**config.mk**
```make
export PLATFORM = sky130hd
export DESIGN_NAME = fp_block_accumulator
export DESIGN_NICKNAME = d
export VERILOG_FILES = /design/src/rtl/fp_block_accumulator.sv
export SDC_FILE = /design/constraint.sdc
export NUM_CORES = 1
export LEC_CHECK = 0
export BUFFER_PORTS_ARGS = -buffer_cell sky130_fd_sc_hd__buf_4
export CORE_MARGIN = 2
export CORE_UTILIZATION = 61
export DETAILED_ROUTE_END_ITERATION = 7
export GPL_TIMING_DRIVEN = 0
export PLACE_DENSITY = 0.83
export SLEW_MARGIN = 5
export SYNTH_ARGS = -nofsm -noshare
export SYNTH_HDL_FRONTEND = slang
export SYNTH_SLANG_ARGS = --single-unit
```
**constraint.sdc**
```tcl
create_clock -name clk -period 7.4 [get_ports clk]
set_input_delay 0.74 -clock clk [delete_from_list [all_inputs] [get_ports clk]]
set_output_delay 0.74 -clock clk [all_outputs]
set_load 0.05 [all_outputs]
```
**src/rtl/fp_block_accumulator.sv**
```systemverilog
// Block accumulator: sums N_ACC signed fixed-point samples, re-quantises the
// block total to the output Q-format with saturation, and holds it on a valid/ready port.
module fp_block_accumulator #(
    parameter int W_in    = 16,
    parameter int W_in_F  = 14,
    parameter int W_acc   = 19,
    parameter int N_ACC   = 8,
    parameter int W_out   = 16,
    parameter int W_out_F = 14
) (
    input  logic             clk,
    input  logic             reset,
    input  logic             in_valid,
    output logic             in_ready,
    input  logic [W_in-1:0]  in_data,
    input  logic             in_ovf,
    input  logic             in_udf,
    output logic             out_valid,
    input  logic             out_ready,
    output logic [W_out-1:0] out_data,
    output logic             out_sat,
    output logic             out_flag
);

    localparam int CNT_W = (N_ACC > 1) ? $clog2(N_ACC) : 1;
    localparam logic [CNT_W-1:0] CNT_LAST = CNT_W'(N_ACC - 1);

    localparam int SHL   = (W_out_F >= W_in_F) ? (W_out_F - W_in_F) : 0;
    localparam int SHR   = (W_out_F >= W_in_F) ? 0 : (W_in_F - W_out_F);
    localparam int W_EXT = (((W_acc + SHL) > W_out) ? (W_acc + SHL) : W_out) + 1;

    localparam logic signed [W_EXT-1:0] OUT_MAX = {{(W_EXT-W_out+1){1'b0}}, {(W_out-1){1'b1}}};
    localparam logic signed [W_EXT-1:0] OUT_MIN = {{(W_EXT-W_out+1){1'b1}}, {(W_out-1){1'b0}}};

    localparam logic ST_ACC  = 1'b0;
    localparam logic ST_HOLD = 1'b1;

    if (W_acc < W_in + $clog2(N_ACC)) begin : g_bad_acc_width
        $error("fp_block_accumulator: W_acc too narrow for N_ACC samples");
    end
    if (N_ACC < 2) begin : g_bad_n_acc
        $error("fp_block_accumulator: N_ACC must be at least 2");
    end

    logic                    state_q, state_d;
    logic signed [W_acc-1:0] acc_q, acc_d;
    logic [CNT_W-1:0]        cnt_q, cnt_d;
    logic                    sticky_q, sticky_d;
    logic [W_out-1:0]        out_data_q, out_data_d;
    logic                    out_sat_q, out_sat_d;
    logic                    out_flag_q, out_flag_d;

    logic signed [W_acc-1:0] sample_ext;
    logic signed [W_acc-1:0] total;
    logic signed [W_EXT-1:0] total_ext;
    logic signed [W_EXT-1:0] scaled;
    logic [W_out-1:0]        quant_data;
    logic                    quant_sat;
    logic                    accept;
    logic                    sticky_hit;

    // The accumulator is wide enough that total never wraps; W_EXT leaves headroom for the left shift.
    always_comb begin
        sample_ext = {{(W_acc-W_in){in_data[W_in-1]}}, in_data};
        total      = acc_q + sample_ext;
        total_ext  = {{(W_EXT-W_acc){total[W_acc-1]}}, total};
        scaled     = (total_ext <<< SHL) >>> SHR;
        quant_data = scaled[W_out-1:0];
        quant_sat  = 1'b0;
        if (scaled > OUT_MAX) begin
            quant_data = OUT_MAX[W_out-1:0];
            quant_sat  = 1'b1;
        end else if (scaled < OUT_MIN) begin
            quant_data = OUT_MIN[W_out-1:0];
            quant_sat  = 1'b1;
        end
    end

    always_comb begin
        state_d    = state_q;
        acc_d      = acc_q;
        cnt_d      = cnt_q;
        sticky_d   = sticky_q;
        out_data_d = out_data_q;
        out_sat_d  = out_sat_q;
        out_flag_d = out_flag_q;
        accept     = in_valid && (state_q == ST_ACC);
        sticky_hit = sticky_q | in_ovf | in_udf;

        case (state_q)
            ST_ACC: begin
                if (accept) begin
                    if (cnt_q == CNT_LAST) begin
                        out_data_d = quant_data;
                        out_sat_d  = quant_sat;
                        out_flag_d = sticky_hit;
                        acc_d      = '0;
                        cnt_d      = '0;
                        sticky_d   = 1'b0;
                        state_d    = ST_HOLD;
                    end else begin
                        acc_d    = total;
                        cnt_d    = cnt_q + 1'b1;
                        sticky_d = sticky_hit;
                    end
                end
            end
            ST_HOLD: begin
                if (out_ready) begin
                    state_d = ST_ACC;
                end
            end
            default: state_d = ST_ACC;
        endcase
    end

    always_ff @(posedge clk or posedge reset) begin
        if (reset) begin
            state_q    <= ST_ACC;
            acc_q      <= '0;
            cnt_q      <= '0;
            sticky_q   <= 1'b0;
            out_data_q <= '0;
            out_sat_q  <= 1'b0;
            out_flag_q <= 1'b0;
        end else begin
            state_q    <= state_d;
            acc_q      <= acc_d;
            cnt_q      <= cnt_d;
            sticky_q   <= sticky_d;
            out_data_q <= out_data_d;
            out_sat_q  <= out_sat_d;
            out_flag_q <= out_flag_d;
        end
    end

    assign in_ready  = (state_q == ST_ACC);
    assign out_valid = (state_q == ST_HOLD);
    assign out_data  = out_data_q;
    assign out_sat   = out_sat_q;
    assign out_flag  = out_flag_q;

endmodule

```
Word level (Yosys, flattened, before mapping) --
Cells that the tools add are included.
Storage, ports and cells: bits in registers 42, output and inout bits 20, logic and storage cells 29
Cells by class: $add $sub $neg 2, order comparisons 2, eq/ne operators 1, muxes and demuxes 11, bitwise operators 3, reduce and logical (&&, ||, !) cells 3
Operators with widths (count):
- $mux W16 | 2
- $add A19 B16 Y19 | 1
- $gt A19 B16 Y1 const B | 1
- $lt A19 B16 Y1 const B | 1
- $mux W19 | 1
- $mux W1 | 6
- $add A3 B1 Y3 const B | 1
- $eq A3 B3 Y1 const B | 1
- $mux W3 | 1
- $reduce_and A3 Y1 | 1
- $or A1 B1 Y1 | 2
- $pmux W1 S2 | 1
- $reduce_and A2 Y1 | 1
- $logic_and A1 B1 Y1 | 1
- $not A1 Y1 | 1

Depth between registers and ports, before layout --
depth in word-level cells 4, mapped depth 11, depth with buffers taken out 10

Worst setup path before layout --
OpenSTA, ideal clock, no wires.
path kind input port to flip-flop, from in in_data[0], to reg out_data_q[9] (netlist: out_data[9]), arrival 3.164 ns, path slack 4.112 ns, stages on the path 11, path through ha_1 -> fa_1 -> a21o_1 -> a311oi_1 -> o21a_1 -> a2111oi_4 -> a211oi_2 -> nand2_1 -> o31ai_4 -> buf_6 -> a21oi_1
On the way: cells in the longest elaborated chain, start to end 4
Ends and longest elaborated chain:
- from (decl) | line 15 | input logic [W_in-1:0] in_data,
- $add A19 B16 Y19 * | line 65 | total = acc_q + sample_ext;
- $lt A19 B16 Y1 | line 73 | end else if (scaled < OUT_MIN) begin
- $mux W16 | line 73
- $mux W16 * | line 70 | if (scaled > OUT_MAX) begin
- to (signal assigned) | line 131 | out_data_q <= out_data_d;
- to (decl) | line 49 | logic [W_out-1:0] out_data_q, out_data_d;
Mark *: on every way between the ends. The rest lies on a longest branch, timed or not. A chain may end at the register's enable or synchronous reset.

Worst setup path in the final report --
Same ends and word-level chain as after synthesis.

==> impl_results.html <==
<table>
<tr><th>Metric</th><th>Value</th></tr>
<tr><th colspan="2">Status</th></tr>
<tr><td>Status</td><td>completed</td></tr>
<tr><th colspan="2">Route</th></tr>
<tr><td>Average via count per standard cell</td><td>5.89</td></tr>
<tr><td>Wirelength, routed</td><td>5.93 mm</td></tr>
<tr><td>Count of TritonRoute iterations in the first routing pass</td><td>4</td></tr>
<tr><td>Routed Antenna Nets</td><td>0</td></tr>
<tr><td>Routed len/inst</td><td>15.7 um</td></tr>
<tr><td>Routed vias</td><td>2,220</td></tr>
<tr><td>Post-detailed-route DRC marker count</td><td>0</td></tr>
<tr><td>DRC marker count from the first detailed-route iteration</td><td>157</td></tr>
<tr><th colspan="2">Place</th></tr>
<tr><td>Placer congestion estimate</td><td>0.921</td></tr>
<tr><td>Area of placed instances</td><td>0.00301 sq mm</td></tr>
<tr><td>Worst-case setup slack after placement</td><td>3500 ps</td></tr>
<tr><td>Placed cells</td><td>369</td></tr>
<tr><td>Port Buffer Count</td><td>41</td></tr>
<tr><td>Placed wire-length estimate</td><td>4.37 mm</td></tr>
<tr><th colspan="2">Pwr</th></tr>
<tr><td>Post-layout power</td><td>1.70 mW</td></tr>
<tr><td>Sequential share of power</td><td>0.242</td></tr>
<tr><td>Switching share of power</td><td>0.507</td></tr>
<tr><td>Net load switching power</td><td>0.860 mW</td></tr>
<tr><td>Leakage power of the design</td><td>1.47 nW</td></tr>
<tr><td>Cell Int Power</td><td>0.836 mW</td></tr>
<tr><td>Combinational Power Share</td><td>0.668</td></tr>
<tr><td>Part of the power in the clock network</td><td>0.090</td></tr>
<tr><td>Worst IR Drop VDD</td><td>0.248 mV</td></tr>
<tr><td>Power density over the cells</td><td>547 mW/mm^2</td></tr>
<tr><th colspan="2">Logic synthesis</th></tr>
<tr><td>Count of flip-flops with a built-in enable after synthesis</td><td>0</td></tr>
<tr><td>Leading cell types by total area after synthesis</td><td>dfrtp_1 40%, ha_1 9.5%, nand2_1 5.7%, a22o_1 5.3%, a21oi_1 4.4%</td></tr>
<tr><td>Xor/xnor share of the synthesized area</td><td>0.0464</td></tr>
<tr><td>Total number of yosys warnings</td><td>0</td></tr>
<tr><td>Adder-cell share of the synthesized area</td><td>0.102</td></tr>
<tr><td>Area fraction in compound gates after synthesis</td><td>0.276</td></tr>
<tr><td>Distinct cells, synth</td><td>47</td></tr>
<tr><td>Area fraction in and, or, nand and nor cells after synthesis</td><td>0.145</td></tr>
<tr><td>Gate count of the mapped netlist</td><td>278</td></tr>
<tr><td>Combined area of all synthesized cells</td><td>0.00264 sq mm</td></tr>
<tr><td>Main combinational cell family by area after synthesis</td><td>compound AO/OA/AOI/OAI gates</td></tr>
<tr><td>#FFs+latches synth</td><td>42</td></tr>
<tr><td>Net Count, Synth</td><td>321</td></tr>
<tr><td>Main synth FF type</td><td>dfrtp_1</td></tr>
<tr><td>Sequential share of the synthesized area</td><td>0.398</td></tr>
<tr><td>Fraction of synthesis flops using an asynchronous set or reset pin</td><td>1.00</td></tr>
<tr><td>Post-synthesis mux area share</td><td>0</td></tr>
<tr><td>Cell type contributing the most total cell area after synthesis</td><td>dfrtp_1</td></tr>
<tr><td>Mean instance size in the synthesized netlist</td><td>9.50 sq um</td></tr>
<tr><td>Area share of the largest cell type after synthesis</td><td>0.398</td></tr>
<tr><th colspan="2">CTS</th></tr>
<tr><td>Sinks on Clock Net</td><td>42</td></tr>
<tr><td>Buffers inserted by post-CTS timing repair</td><td>0</td></tr>
<tr><td>CTS tree</td><td>done</td></tr>
<tr><td>Total of cells resized after clock tree synthesis</td><td>0</td></tr>
<tr><td>CTS Root Buffer Type</td><td>clkbuf_8</td></tr>
<tr><td>Hold buffers post-CTS</td><td>0</td></tr>
<tr><td>Clock input transition at the sequential cells of the worst setup and hold paths</td><td>80 ps</td></tr>
<tr><td>Clock Tree Buf Depth</td><td>2</td></tr>
<tr><td>Number of clock buffers inserted by TritonCTS</td><td>5</td></tr>
<tr><td>Worst skew pair latency</td><td>290 ps</td></tr>
<tr><td>Deepest level of the CTS H-tree</td><td>2</td></tr>
<tr><th colspan="2">Finish</th></tr>
<tr><td>Commonest cells after routing, fill and taps aside</td><td>42 x dfrtp_1, 41 x buf_4, 40 x nand2_1, 28 x nor2_1, 23 x a21oi_1</td></tr>
<tr><td>Finished Core Util</td><td>0.759</td></tr>
<tr><td>Leading cell type in the layout, fill and taps excluded</td><td>dfrtp_1</td></tr>
<tr><td>Non-filler instance count after layout</td><td>377</td></tr>
<tr><td>Fraction of layout instances using a drive strength above 1</td><td>0.205</td></tr>
<tr><td>Synth-to-Final Area Change</td><td>17.5%</td></tr>
<tr><td>Final cell area excluding filler cells</td><td>0.00310 sq mm</td></tr>
<tr><td>Post-layout nets</td><td>369</td></tr>
<tr><td>Antenna diode count</td><td>0</td></tr>
<tr><th colspan="2">Floorplan</th></tr>
<tr><td>Standard-cell row count</td><td>23</td></tr>
<tr><td>Total die area</td><td>0.00487 sq mm</td></tr>
<tr><td>Die outline height</td><td>69.8 um</td></tr>
<tr><td>Die Width</td><td>69.8 um</td></tr>
<tr><td>Core outline area</td><td>0.00409 sq mm</td></tr>
<tr><td>Number of ports placed on the die boundary</td><td>42</td></tr>
<tr><td>Initial Util</td><td>0.646</td></tr>
<tr><th colspan="2">Global route</th></tr>
<tr><td>Number of antenna violations at the first check in global routing</td><td>0</td></tr>
<tr><td>Overall global routing resource usage</td><td>0.260</td></tr>
<tr><td>Via count of the first global-routing pass</td><td>2,203</td></tr>
<tr><td>Overall overflow remaining after global route</td><td>0</td></tr>
<tr><td>First-pass GRT wire length</td><td>10.2 mm</td></tr>
<tr><td>Pin count of the biggest net entering global routing</td><td>43</td></tr>
<tr><th colspan="2">Worst setup path</th></tr>
<tr><td>WS Path Type</td><td>primary input to register</td></tr>
<tr><td>Largest driver fanout on the critical path</td><td>10</td></tr>
<tr><td>Critical path data arrival time</td><td>3850 ps</td></tr>
<tr><td>CP max stage cell</td><td>fa_1</td></tr>
<tr><td>Startpoint type of the worst setup path</td><td>primary input</td></tr>
<tr><td>Capturing element type of the critical path</td><td>register</td></tr>
<tr><td>Ordered cell list for the critical path</td><td>buf_4, ha_1, fa_1, a21o_1, a311oi_1, o21a_1, a2111oi_4, a211oi_2, nand2_1, o31ai_4, buf_6, a21oi_1</td></tr>
<tr><td>Critical path's largest stage delay</td><td>410 ps</td></tr>
<tr><td>Worst reg2reg path depth</td><td>11</td></tr>
<tr><td>Data required, critical path</td><td>7580 ps</td></tr>
<tr><th colspan="2">STA</th></tr>
<tr><td>Unrepaired setup endpoints after global routing</td><td>false</td></tr>
<tr><td>Max-slew headroom</td><td>0.417</td></tr>
<tr><td>Hold Violations, Final</td><td>0</td></tr>
<tr><td>Min Clock Period, post-route</td><td>3670 ps</td></tr>
<tr><td>Worst setup slack after layout</td><td>3730 ps</td></tr>
<tr><td>Fmax</td><td>0.272 GHz</td></tr>
<tr><td>Count of final setup violators</td><td>0</td></tr>
<tr><td>Sum Neg Setup Slack</td><td>0 ps</td></tr>
<tr><td>Least-Margin Pin Slew</td><td>874 ps</td></tr>
<tr><td>Worst hold-check slack</td><td>488 ps</td></tr>
<tr><td>Post-route fraction of the period consumed by the critical path</td><td>0.496</td></tr>
<tr><td>Skew final</td><td>5.93 ps</td></tr>
<tr><td>Number of max-slew violations in the final report</td><td>0</td></tr>
<tr><th colspan="2">Run</th></tr>
<tr><td>Number of max-cap violations</td><td>0</td></tr>
<tr><th colspan="2">Hold path</th></tr>
<tr><td>Number of cells on the worst hold path</td><td>2</td></tr>
<tr><td>Hold Crit Class</td><td>register to register</td></tr>
</table>
path summary, 6_finish.rpt:
check	start	endpoint	slack [ps]
setup / recovery	in_data[0]	out_data[9]	3730
max in group asynchronous	reset	acc_q[11]	6230
hold / removal	out_data[15]	out_data[15]	490
hold reg to reg	out_data[15]	out_data[15]	490
setup reg to reg	acc_q[0]	out_data[9]	3910
min in group asynchronous	reset	acc_q[2]	640
state kept, by name, indices dropped and copies added, names as in the netlist:
name / count
sticky_q: 1
cnt_q: 3
out_valid: 1
out_flag: 1
out_sat: 1
acc_q: 19
out_data: 16
cells in the mapped netlist (all sizes together) (2+ instances only):
cell type and number:
and3 2, nor3 4, nor2b 2, a31oi 2, nand2 40, clkbuf 7
a211oi 3, o21a 4, inv 7, o21ai 11, a21oi 32, a22o 16
nor2 28, nand2b 3, a21o 7, o31ai 3, xnor2 8, xor2 6
ha 20, buf 4, o211ai 2, dfrtp 42, a2111oi 3, nand3 6
cell families (layout without fill, tap and decap cells):
| kind of cell | after synthesis | in the layout |
|---|---|---|
| DFF | 42 | 42 |
| xor gates and xnor gates | 14 | 14 |
| and+or+nand+nor | 90 | 90 |
| AOI/OAI and AO/OA | 93 | 93 |
| buffers and inverters | 18 | 67 |
| adders and majority gates | 21 | 21 |
power by group through the flow:
stage / registers (mW) / clock network [mW] / logic [mW]
global placement: 0.411 / 0 / 1.09
floorplan: 0.582 / 0 / 0.699
global route: 0.423 / 0.163 / 1.25
detailed placement: 0.414 / 0 / 1.12
CTS: 0.411 / 0.154 / 1.13
finish: 0.410 / 0.152 / 1.13
per-layer routing:
layer	part of all wire	global-route usage	vias to the layer above	wire length, um
met5	0	0	-	0
met4	0.011	0.0748	0	66
met3	0.048	0.0538	6	286
met2	0.49	0.429	70	2890
met1	0.45	0.346	1043	2690
li1	-	-	1101	-
final cells by class:
| cell class | count | area [sq um] |
|---|---|---|
| repair buffers | 41 | 308 |
| plain buffers | 11 | 57.6 |
| multi-input cells | 218 | 1510 |
| clock buffers | 7 | 86.3 |
| clock inverters | 1 | 5.00 |
| inverters | 7 | 26.3 |
| flip-flops and latches | 42 | 1050 |
| fillers | 312 | 985 |
| well taps | 50 | 62.6 |
worst max-delay path, delay by kind of cell:
| family | cells | cell delay (ps) |
|---|---|---|
| AOI/OAI and AO/OA | 7 | 1950 |
| adders and majority gates | 2 | 630 |
| buffers and inverters | 2 | 350 |
| and+or+nand+nor | 1 | 160 |
Power figures use the tool's default switching activity.
